### config.mk
export PLATFORM = sky130hd
export DESIGN_NAME = kpyd_entry_ctrl
export DESIGN_NICKNAME = d
export VERILOG_FILES = /design/src/rtl/kpyd_entry_ctrl.sv
export SDC_FILE = /design/constraint.sdc
export NUM_CORES = 1
export LEC_CHECK = 0
export CORE_MARGIN = 4
export CORE_UTILIZATION = 40
export CTS_BUF_LIST = sky130_fd_sc_hd__clkbuf_8
export CTS_CLUSTER_DIAMETER = 40
export DETAILED_ROUTE_END_ITERATION = 12
export HOLD_SLACK_MARGIN = 0.08
export MAX_ROUTING_LAYER = met4
export PLACE_DENSITY_LB_ADDON = 0.05
export SLEW_MARGIN = 0
export SYNTH_ARGS = -nofsm -noshare
export SYNTH_HDL_FRONTEND = slang
export SYNTH_SLANG_ARGS = --single-unit
### constraint.sdc
create_clock -name clk_i -period 4.3 [get_ports clk_i]
set_clock_uncertainty 0.1 [all_clocks]
set_input_delay 0.86 -clock clk_i [delete_from_list [all_inputs] [get_ports clk_i]]
set_output_delay 0.86 -clock clk_i [all_outputs]
set_load 0.005 [all_outputs]
### src/rtl/kpyd_entry_ctrl.sv
// Purpose : assembles debounced keypad events into multi-digit hex entries and hands them downstream.
// Latency : every key or handshake effect is visible on the registered outputs one cycle later.
// Backpres: entry_valid_o holds until entry_ready_i; keys arriving meanwhile are dropped (drop_o).
//
// Ports:
//   clk_i, reset_ni          clock, asynchronous active-low reset
//   key_valid_i/key_symbol_i one-cycle key event, 0x0-0xD digit, 0xE enter, 0xF clear/backspace
//   entry_o                  assembled entry, newest digit in [3:0]
//   entry_valid_o            entry_o holds a committed entry (valid/ready with entry_ready_i)
//   digit_count_o            digits currently held
//   busy_o                   not idle
//   drop_o, timeout_o        one-cycle event pulses
//
// Build option: define KPYD_ENTRY_BACKSPACE_EN to make 0xF delete the newest digit
// instead of clearing the whole entry.
module kpyd_entry_ctrl #(
   parameter int DIGITS         = 4,
   parameter int TIMEOUT_CYCLES = 50000000
) (
   input  logic                         clk_i,
   input  logic                         reset_ni,
   input  logic                         key_valid_i,
   input  logic [3:0]                   key_symbol_i,
   output logic [4*DIGITS-1:0]          entry_o,
   output logic                         entry_valid_o,
   input  logic                         entry_ready_i,
   output logic [$clog2(DIGITS+1)-1:0]  digit_count_o,
   output logic                         busy_o,
   output logic                         drop_o,
   output logic                         timeout_o
);

   localparam int EW = 4 * DIGITS;
   localparam int CW = $clog2(DIGITS + 1);
   localparam int TW = (TIMEOUT_CYCLES > 0) ? $clog2(TIMEOUT_CYCLES + 1) : 1;

   localparam logic [CW-1:0] MAX_CNT   = CW'(DIGITS);
   localparam logic [CW-1:0] ONE_CNT   = CW'(1);
   localparam logic [TW-1:0] TO_LAST   = (TIMEOUT_CYCLES > 0) ? TW'(TIMEOUT_CYCLES - 1) : '0;
   localparam logic [3:0]    SYM_ENTER = 4'hE;

   typedef enum logic [1:0] {
      IDLE    = 2'd0,
      COLLECT = 2'd1,
      PRESENT = 2'd2
   } state_t;

   state_t          state, state_nxt;
   logic [EW-1:0]   entry, entry_nxt;
   logic [CW-1:0]   count, count_nxt;
   logic [TW-1:0]   idle_cnt, idle_cnt_nxt;
   logic            drop_nxt, timeout_nxt;
   logic [EW+3:0]   shifted_wide;
   logic            is_digit;
   logic            expire;

   // Appending the new digit below the old entry; the top nibble falls off when truncated.
   assign shifted_wide = {entry, key_symbol_i};
   assign is_digit     = (key_symbol_i < SYM_ENTER);

   // A key in the expiry cycle takes priority over the timeout.
   assign expire = (TIMEOUT_CYCLES > 0) && (state == COLLECT) && !key_valid_i &&
                   (idle_cnt == TO_LAST);

   always_comb begin
      state_nxt   = state;
      entry_nxt   = entry;
      count_nxt   = count;
      drop_nxt    = 1'b0;
      timeout_nxt = 1'b0;

      case (state)
         IDLE, COLLECT: begin
            if (key_valid_i) begin
               if (is_digit) begin
                  if (count < MAX_CNT) begin
                     entry_nxt = shifted_wide[EW-1:0];
                     count_nxt = count + 1'b1;
                     state_nxt = COLLECT;
                  end else begin
                     drop_nxt = 1'b1;
                  end
               end else if (key_symbol_i == SYM_ENTER) begin
                  // Enter with nothing typed is silently ignored.
                  if (state == COLLECT) begin
                     state_nxt = PRESENT;
                  end
               end else begin
`ifdef KPYD_ENTRY_BACKSPACE_EN
                  if (state == COLLECT) begin
                     entry_nxt = entry >> 4;
                     count_nxt = count - 1'b1;
                     if (count == ONE_CNT) begin
                        state_nxt = IDLE;
                     end
                  end
`else
                  entry_nxt = '0;
                  count_nxt = '0;
                  state_nxt = IDLE;
`endif
               end
            end else if (expire) begin
               entry_nxt   = '0;
               count_nxt   = '0;
               state_nxt   = IDLE;
               timeout_nxt = 1'b1;
            end
         end

         PRESENT: begin
            // The entry is frozen here; every key is discarded, even alongside a handshake.
            if (key_valid_i) begin
               drop_nxt = 1'b1;
            end
            if (entry_ready_i) begin
               entry_nxt = '0;
               count_nxt = '0;
               state_nxt = IDLE;
            end
         end

         default: begin
            entry_nxt = '0;
            count_nxt = '0;
            state_nxt = IDLE;
         end
      endcase
   end

   // Idle counter only runs on quiet cycles spent inside COLLECT.
   always_comb begin
      idle_cnt_nxt = idle_cnt + 1'b1;
      if ((TIMEOUT_CYCLES == 0) || (state != COLLECT) || (state_nxt != COLLECT) || key_valid_i) begin
         idle_cnt_nxt = '0;
      end
   end

   always_ff @(posedge clk_i or negedge reset_ni) begin
      if (!reset_ni) begin
         state         <= IDLE;
         entry         <= '0;
         count         <= '0;
         idle_cnt      <= '0;
         entry_valid_o <= 1'b0;
         busy_o        <= 1'b0;
         drop_o        <= 1'b0;
         timeout_o     <= 1'b0;
      end else begin
         state         <= state_nxt;
         entry         <= entry_nxt;
         count         <= count_nxt;
         idle_cnt      <= idle_cnt_nxt;
         entry_valid_o <= (state_nxt == PRESENT);
         busy_o        <= (state_nxt != IDLE);
         drop_o        <= drop_nxt;
         timeout_o     <= timeout_nxt;
      end
   end

   assign entry_o       = entry;
   assign digit_count_o = count;

endmodule

==> impl_metrics.yaml, run 1 <==
timing:
  rsz0062_at_grt: "false"
  max_slew_margin_pct: 23.46
  finalCriticalPeriod_ns: 2.554
  fin_ws_ns: 1.746
  tns_ns: 0
  hold_viol_final: 0
  finalSetupViolCount: 0
  post-route-period-util_pct: 59.40
  final_max_slew_viol_count: 0
  max_freq_ghz: 0.3915
  worst_pin_slew_ns: 1.147
setup_path:
  crit_required_ns: 4.43
  path_class: "in2reg"
  crit_fanout: 17
  cp-end-kind: "flip-flop"
  cp-start-kind: "input port"
  crit_arrival_ns: 2.68
pwr:
  p_int_uw: 914.4
  pwr-share-comb_pct: 27.1
  powerDensity_nw_per_um2: 423.8
  leakagePower_uw: 0.001215
  swShare_pct: 29.32
  vdd_ir_drop_max_mv: 0.2120
  pwr-share-seq_pct: 49.7
  clkPwrFrac_pct: 23.2
  switchingPower_uw: 379.4
synthesis:
  syn_inst: 272
  synth_top_area_share_pct: 49.51
  ys_warn_count: 0
  synth_top_area_cell: "dfrtp_1"
  syn_avg_cell_area_um2: 9.476
  synthTopCellsByArea: "dfrtp_1 50%, nand2_1 6.4%, o211ai_1 5.0%"
  ys_ff_latch: 51
  syn-cell-area_um2: 2577
  synth_nets: 282
  synth_cell_types: 38
  ys_seq_area_share_pct: 49.51
die:
  placementRows: 28
  pin_count: 31
  die_x_um: 88.27
  die_h_um: 88.27
  dieArea_um2: 7792
  start_util_pct: 42.28
  core_area_um2: 6096
place:
  dp_hpwl_um: 3968
  preCtsSetupSlack_ns: 1.457
  numPortBuffers: 30
  dpl-instance-area_um2: 2953
  gp_congestion: 0.7407
flow_run:
  cap_violations: 0
routing:
  wl_per_cell_um: 15.69
  drtIter0Drc: 151
  drc: 0
  antenna_left: 0
  first_pass_iters: 6
  avgViaCountPerCell: 5.635
  routed_wirelength_um: 5932
  vias: 2130
clock_network:
  tritoncts: "yes"
  clk_path_buf_depth: 2
  cts_root_buffer: "clkbuf_8"
  clkTransAtPathRegs_ns: 0.09
  postCtsSetupRepairBufs: 0
  cts-htree-levels: 2
  cts_buffers: 5
  clock-sinks: 51
  postCtsHoldBufs: 0
  clk_latency_ns: 0.31
  cts_resized: 0
cells_and_area:
  fin_nets: 312
  drive_gt1_share_pct: 7.261
  syn_to_final_growth_pct: 18.45
  n_fill_cell: 585
  fin_area_um2: 3053
  diodes: 0
  regArea_um2: 1276
  multi_input_area_um2: 1235
grt:
  globalRoute.totalOverflow: 0
  grt_pass1_wl_um: 10090
  grt_use_total_pct: 16.94
  grt_pass1_vias: 2035
  grt_max_degree: 36
  grt_antenna_before_repair: 0
worst_hold_path:
  hp-class: "reg2reg"
run_status:
  status: "finished clean"
per-stage QoR:
stage	hold WS, ns	power, µW	utilization (%)	instances
after floorplan	0.3683	779.2	-	272
after global placement	0.4166	1006	48.44	370
after detailed placement	0.4180	1006	48.44	370
after CTS	0.4314	1316	50.08	378
after global routing	0.4789	1386	50.08	378
final	0.4241	1294	50.08	378
cells in the mapped netlist (all sizes together):
cell	count
nand3	13
nand2	44
dfrtp	51
and2	1
o211ai	17
nand4	6
nor2b	1
or3	4
o31a	1
nor2	20
and4	6
xor2	6
a31oi	1
ha	2
a21oi	14
o21bai	3
nor4	1
xnor2	5
and3	4
a21o	2
nand3b	3
buf	5
nor3b	4
a22oi	1
clkbuf	7
o31ai	9
or4	10
o21ai	23
inv	4
or3b	1
nand2b	1
nor3	1
and4bb	1
power groups by stage:
stage,Sequential (µW),Combinational [µW],Clock (µW)
global placement,654,352,0
finish,643,351,300
floorplan,643,136,0
detailed placement,652,354,0
CTS,643,357,316
global route,661,394,331
worst max-delay path, cell delays in order:
cell and delay (ns):
clkdlybuf4s50_1 0.53, nand2b_1 0.12, nor3b_2 0.86, nand2_1 0.16, o211ai_1 0.13
sequential cells by signal (all words and copies together) (netlist names):
register / cells
busy_o: 1
drop_o: 1
idle_cnt: 26
digit_count_o: 3
timeout_o: 1
state: 2
entry_valid_o: 1
entry_o: 16
kinds of logic after synthesis:
| logic type | count (synthesis) | synth area share, % |
|---|---|---|
| AND/OR/NAND/NOR | 121 | 25.97 |
| AO/OA/AOI/OAI | 71 | 17.23 |
| XOR/XNOR | 11 | 3.738 |
| adder cells (fa/ha/maj) | 2 | 0.9707 |
| buffers and inverters | 16 | 2.573 |
| flip-flops | 51 | 49.51 |
layout make-up:
type / instances / share of cell area (%)
flip-flops and latches: 51 / 41.80
repair buffers: 35 / 10.90
multi-input cells: 205 / 40.45
clock inverters: 1 / 0.1230
clock buffers: 7 / 3.156
well taps: 75 / 3.074
inverters: 4 / 0.4918
cell usage in the layout (no fill, tap or decap), types with 2 or more instances in the layout:
| cell | synthesis | final |
|---|---|---|
| nor2_1 | 20 | 20 |
| nand3_1 | 13 | 13 |
| inv_1 | 4 | 5 |
| o21ai_0 | 23 | 23 |
| nand2_1 | 44 | 44 |
| dfrtp_1 | 51 | 51 |
| buf_4 | 0 | 5 |
| nand4_1 | 4 | 4 |
| o211ai_1 | 17 | 17 |
| clkbuf_8 | 0 | 7 |
| o21bai_1 | 2 | 2 |
| a21o_1 | 2 | 2 |
| and4_1 | 4 | 4 |
| and3_1 | 4 | 4 |
| or4_1 | 10 | 10 |
| or3_1 | 4 | 4 |
| nand3b_1 | 3 | 3 |
| a21oi_1 | 14 | 14 |
| o31ai_1 | 9 | 9 |
| xnor2_1 | 5 | 5 |
| ha_1 | 2 | 2 |
| nand4_4 | 2 | 2 |
| clkdlybuf4s50_1 | 0 | 29 |
| xor2_1 | 6 | 6 |
| nor3b_1 | 3 | 3 |
worst paths after layout:
check	from	slack (ns)	cells after the start	to
max	key_valid_i	1.75	5	entry_o[11]
min	digit_count_o[0]	0.42	1	digit_count_o[0]
max reg2reg	idle_cnt[0]	1.86	5	entry_o[10]
min reg2reg	digit_count_o[0]	0.42	1	digit_count_o[0]
max in group asynchronous	reset_ni	2.84	2	entry_o[7]
min in group asynchronous	reset_ni	0.53	1	idle_cnt[22]
layer usage:
layer  track usage [%]  share of wire [%]
met4             4.945                1.2
met1             24.71                 51
met3             3.445                4.3
met2             23.73                 44
met5                 -                  0
No activity file was read; power rests on OpenSTA's default activity.
==> run 2: changes to the inputs <==
==> constraint.sdc (replaced) <==
create_clock -name clk_i -period 2.2 [get_ports clk_i]
set_clock_uncertainty 0.1 [all_clocks]
set_input_delay 0.44 -clock clk_i [delete_from_list [all_inputs] [get_ports clk_i]]
set_output_delay 0.44 -clock clk_i [all_outputs]
set_load 0.005 [all_outputs]
==> impl_metrics.yaml, run 2 (same netlist as run 1, synthesis figures left out) <==
flow_run:
  cap_violations: 0
grt:
  globalRouteMet1Util_pct: 25.58
  grt_pass1_wl_um: 10420
  grt_max_degree: 52
  globalRoute.totalOverflow: 0
  top_usage_layer: "met1"
  grt_pass1_vias: 2097
  grt_use_total_pct: 17.43
  met2_usage_pct: 24.47
  grt_antenna_before_repair: 0
  grt_use_met3_pct: 3.911
cells_and_area:
  mostFrequentLayoutCell: "dfrtp_1"
  drive_gt1_share_pct: 9.904
  utilization_pct: 51.56
  fin_nets: 324
  diodes: 0
  largest_register_ffs: 26
  regMostFlops: "idle_cnt"
  syn_to_final_growth_pct: 21.94
  final_cell_mix: "51 x dfrtp_1, 44 x nand2_1, 29 x clkdlybuf4s50_1"
place:
  preCtsSetupSlack_ns: -0.02942
  dp_hpwl_um: 4022
  numPortBuffers: 30
  gp_congestion: 0.8027
routing:
  antenna_left: 0
  first_pass_iters: 4
  drc: 0
  avgViaCountPerCell: 5.657
  drtIter0Drc: 127
  routed_wirelength_um: 6062
  wl_per_cell_um: 15.62
  vias: 2195
timing:
  max_freq_ghz: 0.4826
  hold_viol_final: 0
  rsz0062_at_grt: "false"
  worst_pin_slew_ns: 0.6444
  final_max_slew_viol_count: 0
  finalCriticalPeriod_ns: 2.072
  post-route-period-util_pct: 94.18
  max_slew_margin_pct: 56.95
  finalSetupViolCount: 0
  fin_ws_ns: 0.1281
setup_path:
  reg2reg_slack_ns: 0.13
  crit_arrival_ns: 2.21
  crit_fanout: 7
  worst-path-buf-inv: 1
  crit_path_top_delay_cell: "dfrtp_1"
  cp-start-kind: "flip-flop"
  path_class: "reg2reg"
  crit_required_ns: 2.34
  cp_top_family: "simple AND/OR/NAND/NOR gates"
  critical_path.cell_chain: "ha_1 -> and4_4 -> nand4_1 -> buf_4 -> or3_1 -> a21oi_1"
  cp-end-kind: "flip-flop"
  worstSetupStartpoint: "idle_cnt[1]"
  r2r_start: "idle_cnt[1]"
  cpPeakStageDelay_ns: 0.39
die:
  dieArea_um2: 7792
  pin_count: 31
  core_area_um2: 6096
  placementRows: 28
  die_h_um: 88.27
  start_util_pct: 42.28
  die_x_um: 88.27
worst_hold_path:
  hp-class: "reg2reg"
  hp-start: "digit_count_o[0]"
pwr:
  powerDensity_nw_per_um2: 787.9
  vdd_ir_drop_max_mv: 0.4707
  power_uw: 2476
  leakagePower_uw: 0.001269
run_status:
  status: "finished clean"
clock_network:
  cts_root_buffer: "clkbuf_8"
  cts_buffers: 5
  clk_path_buf_depth: 2
  cts_resized: 0
  clkTransAtPathRegs_ns: 0.09
  tritoncts: "yes"
  cts-htree-levels: 2
  clock-sinks: 51
  clk_latency_ns: 0.30
## run 2: cell types whose count changed in the layout (fill, tap and decap cells not counted), sizes merged
cell	change
dlygate4sd3	+1
buf	+11
clkbuf	-2
## run 2: final cells by class
class	instances	area [µm²]
inverter	4	15.01
clock buffer	5	68.82
timing repair buffer	47	450.4
fill	585	2953
sequential	51	1276
clock inverter	1	3.754
tap	75	93.84
multi-input combinational	205	1235
## run 2: path summary, 6_finish.rpt
path / to / depth (start not counted)
setup reg to reg: idle_cnt[18] / 6
hold / removal: digit_count_o[0] / 1
min in group asynchronous: idle_cnt[22] / 3
max in group asynchronous: entry_o[15] / 3
setup / recovery: idle_cnt[18] / 6
hold reg to reg: digit_count_o[0] / 1
## run 2: metrics by stage
step / hold slack [ns] / instances / instance area (µm²) / TNS, ns
after detailed placement: 0.3548 / 381 / 3060 / -0.3037
after floorplan: 0.04441 / 272 / 2577 / 0
after CTS: 0.4248 / 388 / 3143 / 0
after global placement: 0.3558 / 381 / 3060 / -0.05867
final: 0.4157 / 388 / 3143 / 0
after global routing: 0.4616 / 388 / 3143 / 0
## run 2: where the power goes
part	internal, µW	switching, µW	leakage (µW)	total (µW)
logic	426	287	0.000542	713
registers	1100	158	0.000685	1260
clock network	209	298	0.0000413	506
total	1730	743	0.00127	2480
## run 2: what timing repair did
| action | 4_1_cts | 5_1_grt |
|---|---|---|
| hold endpoints to repair | 51 | 0 |
| hold buffers | 1 | 0 |
| setup buffers | 0 | 0 |
## run 2: worst register-to-register path, stage by stage, from the launching register on
cell	delay, ns
dfrtp_1	0.39
ha_1	0.23
and4_4	0.24
nand4_1	0.29
buf_4	0.28
or3_1	0.34
a21oi_1	0.14
## run 2: routing by layer
| metal | routed length, µm | part of all wire (%) |
|---|---|---|
| met5 | 0 | 0 |
| met3 | 268 | 4.4 |
| met4 | 66 | 1.1 |
| met1 | 3047 | 50 |
| met2 | 2680 | 44 |
